## config.mk

```make
export PLATFORM = sky130hd
export DESIGN_NAME = parking_gate_controller
export DESIGN_NICKNAME = d
export VERILOG_FILES = /design/src/rtl/parking_gate_controller.sv
export SDC_FILE = /design/constraint.sdc
export NUM_CORES = 1
export LEC_CHECK = 0
export BUFFER_PORTS_ARGS = -buffer_cell sky130_fd_sc_hd__buf_2
export CAP_MARGIN = 20
export CORE_ASPECT_RATIO = 0.6
export CORE_UTILIZATION = 50
export CTS_CLUSTER_DIAMETER = 100
export DETAILED_ROUTE_END_ITERATION = 16
export PLACE_DENSITY_LB_ADDON = 0.25
export SYNTH_ARGS = -nofsm -noshare
export SYNTH_HDL_FRONTEND = slang
export SYNTH_SLANG_ARGS = --single-unit
```

## constraint.sdc

```tcl
create_clock -name clk -period 4.5 [get_ports clk]
set_input_delay 0.9 -clock clk [delete_from_list [all_inputs] [get_ports clk]]
set_output_delay 0.9 -clock clk [all_outputs]
set_load 0.005 [all_outputs]
```

## src/rtl/parking_gate_controller.sv

```systemverilog
// parking_gate_controller
//
// Slot-occupancy sequencer for the parking lot. Holds the registered
// occupancy vector (bit i = 1 means slot i is free). It serves one entry or
// exit request at a time, with exit taking priority. An entry receives the
// highest-numbered free slot. After each granted transaction the gate is held
// open for GATE_OPEN_CYCLES cycles.
//
// Ports
//   clk              : single rising-edge clock
//   reset            : synchronous, active-high
//   entry_req        : level request from the entry sensor
//   exit_req         : level request from the exit sensor
//   exit_slot        : slot being vacated, valid while exit_req is high
//   entry_ack        : one-cycle pulse, entry granted
//   entry_full       : one-cycle pulse, entry refused because the lot is full
//   exit_ack         : one-cycle pulse, exit granted
//   exit_err         : one-cycle pulse, exit_slot was already free or out of range
//   park_number      : slot given to the last granted entry
//   parking_capacity : occupancy vector, 1 = free
//   free_count       : number of free slots
//   gate_open        : gate actuator drive
//   busy             : high whenever the controller is not idle
module parking_gate_controller #(
    parameter int SLOTS            = 8,
    parameter int GATE_OPEN_CYCLES = 4,
    localparam int SW              = $clog2(SLOTS),
    localparam int FW              = $clog2(SLOTS + 1)
) (
    input  logic             clk,
    input  logic             reset,
    input  logic             entry_req,
    input  logic             exit_req,
    input  logic [SW-1:0]    exit_slot,
    output logic             entry_ack,
    output logic             entry_full,
    output logic             exit_ack,
    output logic             exit_err,
    output logic [SW-1:0]    park_number,
    output logic [SLOTS-1:0] parking_capacity,
    output logic [FW-1:0]    free_count,
    output logic             gate_open,
    output logic             busy
);

    localparam int TW = (GATE_OPEN_CYCLES > 1) ? $clog2(GATE_OPEN_CYCLES) : 1;
    localparam logic [TW-1:0] TIMER_LOAD = TW'(GATE_OPEN_CYCLES - 1);

    typedef enum logic [0:0] {
        IDLE = 1'b0,
        GATE = 1'b1
    } state_t;

    state_t           state_reg, state_next;
    logic [TW-1:0]    timer_reg, timer_next;
    logic [SLOTS-1:0] cap_reg, cap_next;
    logic [SW-1:0]    park_reg, park_next;
    logic             entry_ack_reg, entry_ack_next;
    logic             entry_full_reg, entry_full_next;
    logic             exit_ack_reg, exit_ack_next;
    logic             exit_err_reg, exit_err_next;

    // Highest-free-slot selection. A slot is chosen when it is free and no
    // slot above it is free, which gives a one-hot select vector.
    logic [SLOTS-1:0] above_free;
    logic [SLOTS-1:0] sel_onehot;
    logic [SW-1:0]    sel_idx;
    logic             exit_slot_valid;
    logic             arbitrate;

    generate
        for (genvar gi = 0; gi < SLOTS; gi++) begin : g_sel
            if (gi == SLOTS - 1) begin : g_top
                assign above_free[gi] = 1'b0;
            end else begin : g_lower
                assign above_free[gi] = |cap_reg[SLOTS-1:gi+1];
            end
            assign sel_onehot[gi] = cap_reg[gi] & ~above_free[gi];
        end
    endgenerate

    always_comb begin
        sel_idx = '0;
        for (int i = 0; i < SLOTS; i++) begin
            if (sel_onehot[i]) begin
                sel_idx = SW'(i);
            end
        end
    end

    always_comb begin
        free_count = '0;
        for (int i = 0; i < SLOTS; i++) begin
            free_count = free_count + FW'(cap_reg[i]);
        end
    end

    assign exit_slot_valid = (32'(exit_slot) < SLOTS);

    // The last gate cycle also serves as the arbitration slot. A request seen
    // at the edge that closes the gate is answered straight away, which keeps
    // the throughput at one grant per GATE_OPEN_CYCLES cycles.
    assign arbitrate = (state_reg == IDLE) || (timer_reg == '0);

    always_comb begin
        state_next      = state_reg;
        timer_next      = timer_reg;
        cap_next        = cap_reg;
        park_next       = park_reg;
        entry_ack_next  = 1'b0;
        entry_full_next = 1'b0;
        exit_ack_next   = 1'b0;
        exit_err_next   = 1'b0;

        if (state_reg == GATE) begin
            if (timer_reg != '0) begin
                timer_next = timer_reg - 1'b1;
            end else begin
                state_next = IDLE;
            end
        end

        if (arbitrate) begin
            if (exit_req) begin
                if (exit_slot_valid && !cap_reg[exit_slot]) begin
                    cap_next[exit_slot] = 1'b1;
                    exit_ack_next       = 1'b1;
                    state_next          = GATE;
                    timer_next          = TIMER_LOAD;
                end else begin
                    exit_err_next = 1'b1;
                end
            end else if (entry_req) begin
                if (|cap_reg) begin
                    cap_next[sel_idx] = 1'b0;
                    park_next         = sel_idx;
                    entry_ack_next    = 1'b1;
                    state_next        = GATE;
                    timer_next        = TIMER_LOAD;
                end else begin
                    entry_full_next = 1'b1;
                end
            end
        end
    end

    always_ff @(posedge clk) begin
        if (reset) begin
            state_reg      <= IDLE;
            timer_reg      <= '0;
            cap_reg        <= '1;
            park_reg       <= '0;
            entry_ack_reg  <= 1'b0;
            entry_full_reg <= 1'b0;
            exit_ack_reg   <= 1'b0;
            exit_err_reg   <= 1'b0;
        end else begin
            state_reg      <= state_next;
            timer_reg      <= timer_next;
            cap_reg        <= cap_next;
            park_reg       <= park_next;
            entry_ack_reg  <= entry_ack_next;
            entry_full_reg <= entry_full_next;
            exit_ack_reg   <= exit_ack_next;
            exit_err_reg   <= exit_err_next;
        end
    end

    assign entry_ack        = entry_ack_reg;
    assign entry_full       = entry_full_reg;
    assign exit_ack         = exit_ack_reg;
    assign exit_err         = exit_err_reg;
    assign park_number      = park_reg;
    assign parking_capacity = cap_reg;
    assign gate_open        = (state_reg == GATE);
    assign busy             = (state_reg != IDLE);

endmodule

```

==> results.py <==
metrics = {
    "setup_path": {
        "critPathRequiredTime_ns": 3.60,
        "path_buf_inv": 3,
        "cp-end-kind": "output pin",
        "crit_chain": "fa_1 -> inv_1 -> fa_1 -> fa_1 -> inv_1 -> ha_1 -> fa_1 -> xor2_1 -> buf_2",
        "critPathKind": "reg2out",
        "crit_arrival_ns": 3.26,
        "cp_slowest_cell": "fa_1",
        "crit_fanout": 9,
        "r2r_cells": 6,
        "critPathMostFrequentCell": "fa_1",
        "max_stage_delay_ns": 0.51,
        "cp_top_family": "adder cells",
        "path_depth": 9,
        "start_kind": "register",
    },
    "yosys": {
        "syn_avg_cell_area_sq_um": 9.46,
        "synthesis.nets": 137,
        "synth_cell_types": 45,
        "yosys-top-cells-count": "dfxtp_1 (18), inv_1 (13), nor2_1 (9), nand2_1 (8), a31oi_1 (5)",
        "synth.yosys.seq_area_share": 0.312,
        "async_flop_share": 0,
        "synth_area_leaders": "dfxtp_1 (31%), fa_1 (6.9%), ha_1 (4.3%)",
        "synthCells": 122,
        "synth_edf_count": 0,
        "synth_most_common_cell": "dfxtp_1",
        "synth_area_sq_um": 1150,
        "netlist.area_leader.share": 0.312,
        "ys_seq_elements": 18,
        "ys.flop_type": "dfxtp_1",
        "synth_warnings": 0,
        "yosys.area.top_type": "dfxtp_1",
    },
    "floorplanning": {
        "fp.dieH_um": 39.2,
        "pin_count": 28,
        "core_sq_um": 2160,
        "num_rows": 13,
        "dieArea_sq_um": 2510,
        "initial_core_util": 0.533,
        "die_w_um": 64.0,
    },
    "detailed_routing": {
        "ant_nets": 0,
        "dr.pass1.iters": 10,
        "highest_layer": "met4",
        "vias_per_cell": 5.93,
        "wl_met1_mm": 1.18,
        "route.detailed.drc": 2,
        "dr.first_iter.drc_count": 112,
        "routedWlPerCell_um": 15.4,
        "wl_met2_mm": 1.18,
        "wl_met3_um": 330,
        "drt_wl_total_mm": 2.73,
        "vias": 1050,
    },
    "flow_run": {
        "cap_violations": 0,
    },
    "clock_tree": {
        "cts_hold_buf": 0,
        "cts_resized": 0,
        "root_buffer": "clkbuf_8",
        "path_clk_slew_ns": 0.07,
        "clk_latency_ns": 0.26,
        "cts_tree": "built",
        "clockBufferDepth": 2,
        "ctsHtreeMaxLevel": 1,
        "post_cts_buffers": 0,
        "numCtsBuffers": 3,
        "cts_sinks": 18,
    },
    "sta": {
        "finalCritPeriodShare": 0.925,
        "layout_setup_ws_ns": 0.336,
        "clock_skew_ns": 0.00390,
        "rsz0062_at_grt": "no",
        "tightest_slew_ns": 0.505,
        "relSlewSlack": 0.663,
        "whs_ns": 0.453,
        "final-setup-viol-count": 0,
        "period_minus_slack_ns": 4.16,
        "fmax_mhz": 240,
        "slew_viol_final": 0,
        "setup_tns_ns": 0,
        "finalHoldViolations": 0,
    },
    "finish": {
        "register_area_sq_um": 360,
        "diodes": 0,
        "fillCellCount": 181,
        "final_nets": 163,
        "fin_area_sq_um": 1340,
        "layout.cells.non_filler": 177,
        "layout-drive-gt1-share": 0.313,
        "multiInputGateArea_sq_um": 702,
        "final_util": 0.619,
        "largest_reg_flops": 8,
        "syn2layout_area_growth_pct": 16.1,
    },
    "global_route": {
        "grt_start_max_net_pins": 17,
        "first_global_vias": 911,
        "grt_remaining_overflow": 0,
        "antenna_found_initial": 0,
        "grt_pass1_wl_mm": 4.40,
        "track_usage": 0.246,
    },
    "worst_hold_path": {
        "hp-class": "reg2reg",
        "min_path_cells": 2,
    },
    "placed_design": {
        "place_congestion": 0.907,
        "pre_cts_ws_ns": 0.624,
        "placed_area_sq_um": 1280,
        "dp_cells": 173,
        "numPortBuffers": 27,
        "dp_hpwl_mm": 2.18,
    },
    "power_and_ir_drop": {
        "p_per_area_nw_per_um2": 265,
        "ir_drop_mv": 0.163,
        "p_leak_nw": 0.604,
        "p_total_mw": 0.355,
    },
    "status": {
        "status": "finished with violations",
        "failed_checks": "design-rule violations",
    },
}
==> cells in the final DEF, fill, tap and decap left out, types with 4 or more instances in the layout <==
cell       n
a21oi_1    4
a31oi_1    5
buf_2     27
clkbuf_8   4
dfxtp_1   18
fa_1       4
ha_1       4
inv_1     13
nand2_1    8
nor2_1     9
nor4_1     4
==> final timing paths <==
check | to | slack, ns | startpoint
setup / recovery | free_count[2] | 0.34 | parking_capacity[3]$_SDFFE_PP1P_
hold / removal | park_number[1]$_SDFFE_PP0P_ | 0.45 | park_number[1]$_SDFFE_PP0P_
setup reg to reg | park_number[0]$_SDFFE_PP0P_ | 2.69 | parking_capacity[0]$_SDFFE_PP1P_
hold reg to reg | park_number[1]$_SDFFE_PP0P_ | 0.45 | park_number[1]$_SDFFE_PP0P_
==> worst min-delay path, stage by stage (launching register included) <==
cell,delay [ns]
dfxtp_1,0.31
nand2_1,0.05
a21oi_1,0.05
==> area by class of cell <==
type | count | area share
Clock buffer | 4 | 0.0411
Inverter | 13 | 0.0364
Multi-Input combinational cell | 85 | 0.524
Sequential cell | 18 | 0.269
Tap cell | 30 | 0.0280
Timing Repair Buffer | 27 | 0.101
==> report_power, final <==
part           switching, mW  internal, mW
clock network         0.0532        0.0778
logic                 0.0299        0.0215
registers            0.00675         0.166
total                 0.0898         0.265
==> cells by family after synthesis <==
kind of cell | count (synthesis) | share of synthesized area
AND/OR/NAND/NOR | 39 | 0.205
multiplexers | 4 | 0.0380
buffers and inverters | 19 | 0.0792
adder cells (fa/ha/maj) | 8 | 0.113
flip-flops | 18 | 0.312
AO/OA/AOI/OAI | 33 | 0.245
XOR/XNOR | 1 | 0.00759
==> metal layers <==
metal	up-vias	track usage
met2	66	0.383
met3	12	0.106
li1	494	-
met4	0	0.0625
met5	-	0
met1	478	0.313
Note: power is estimated with default switching activity, not from simulation.
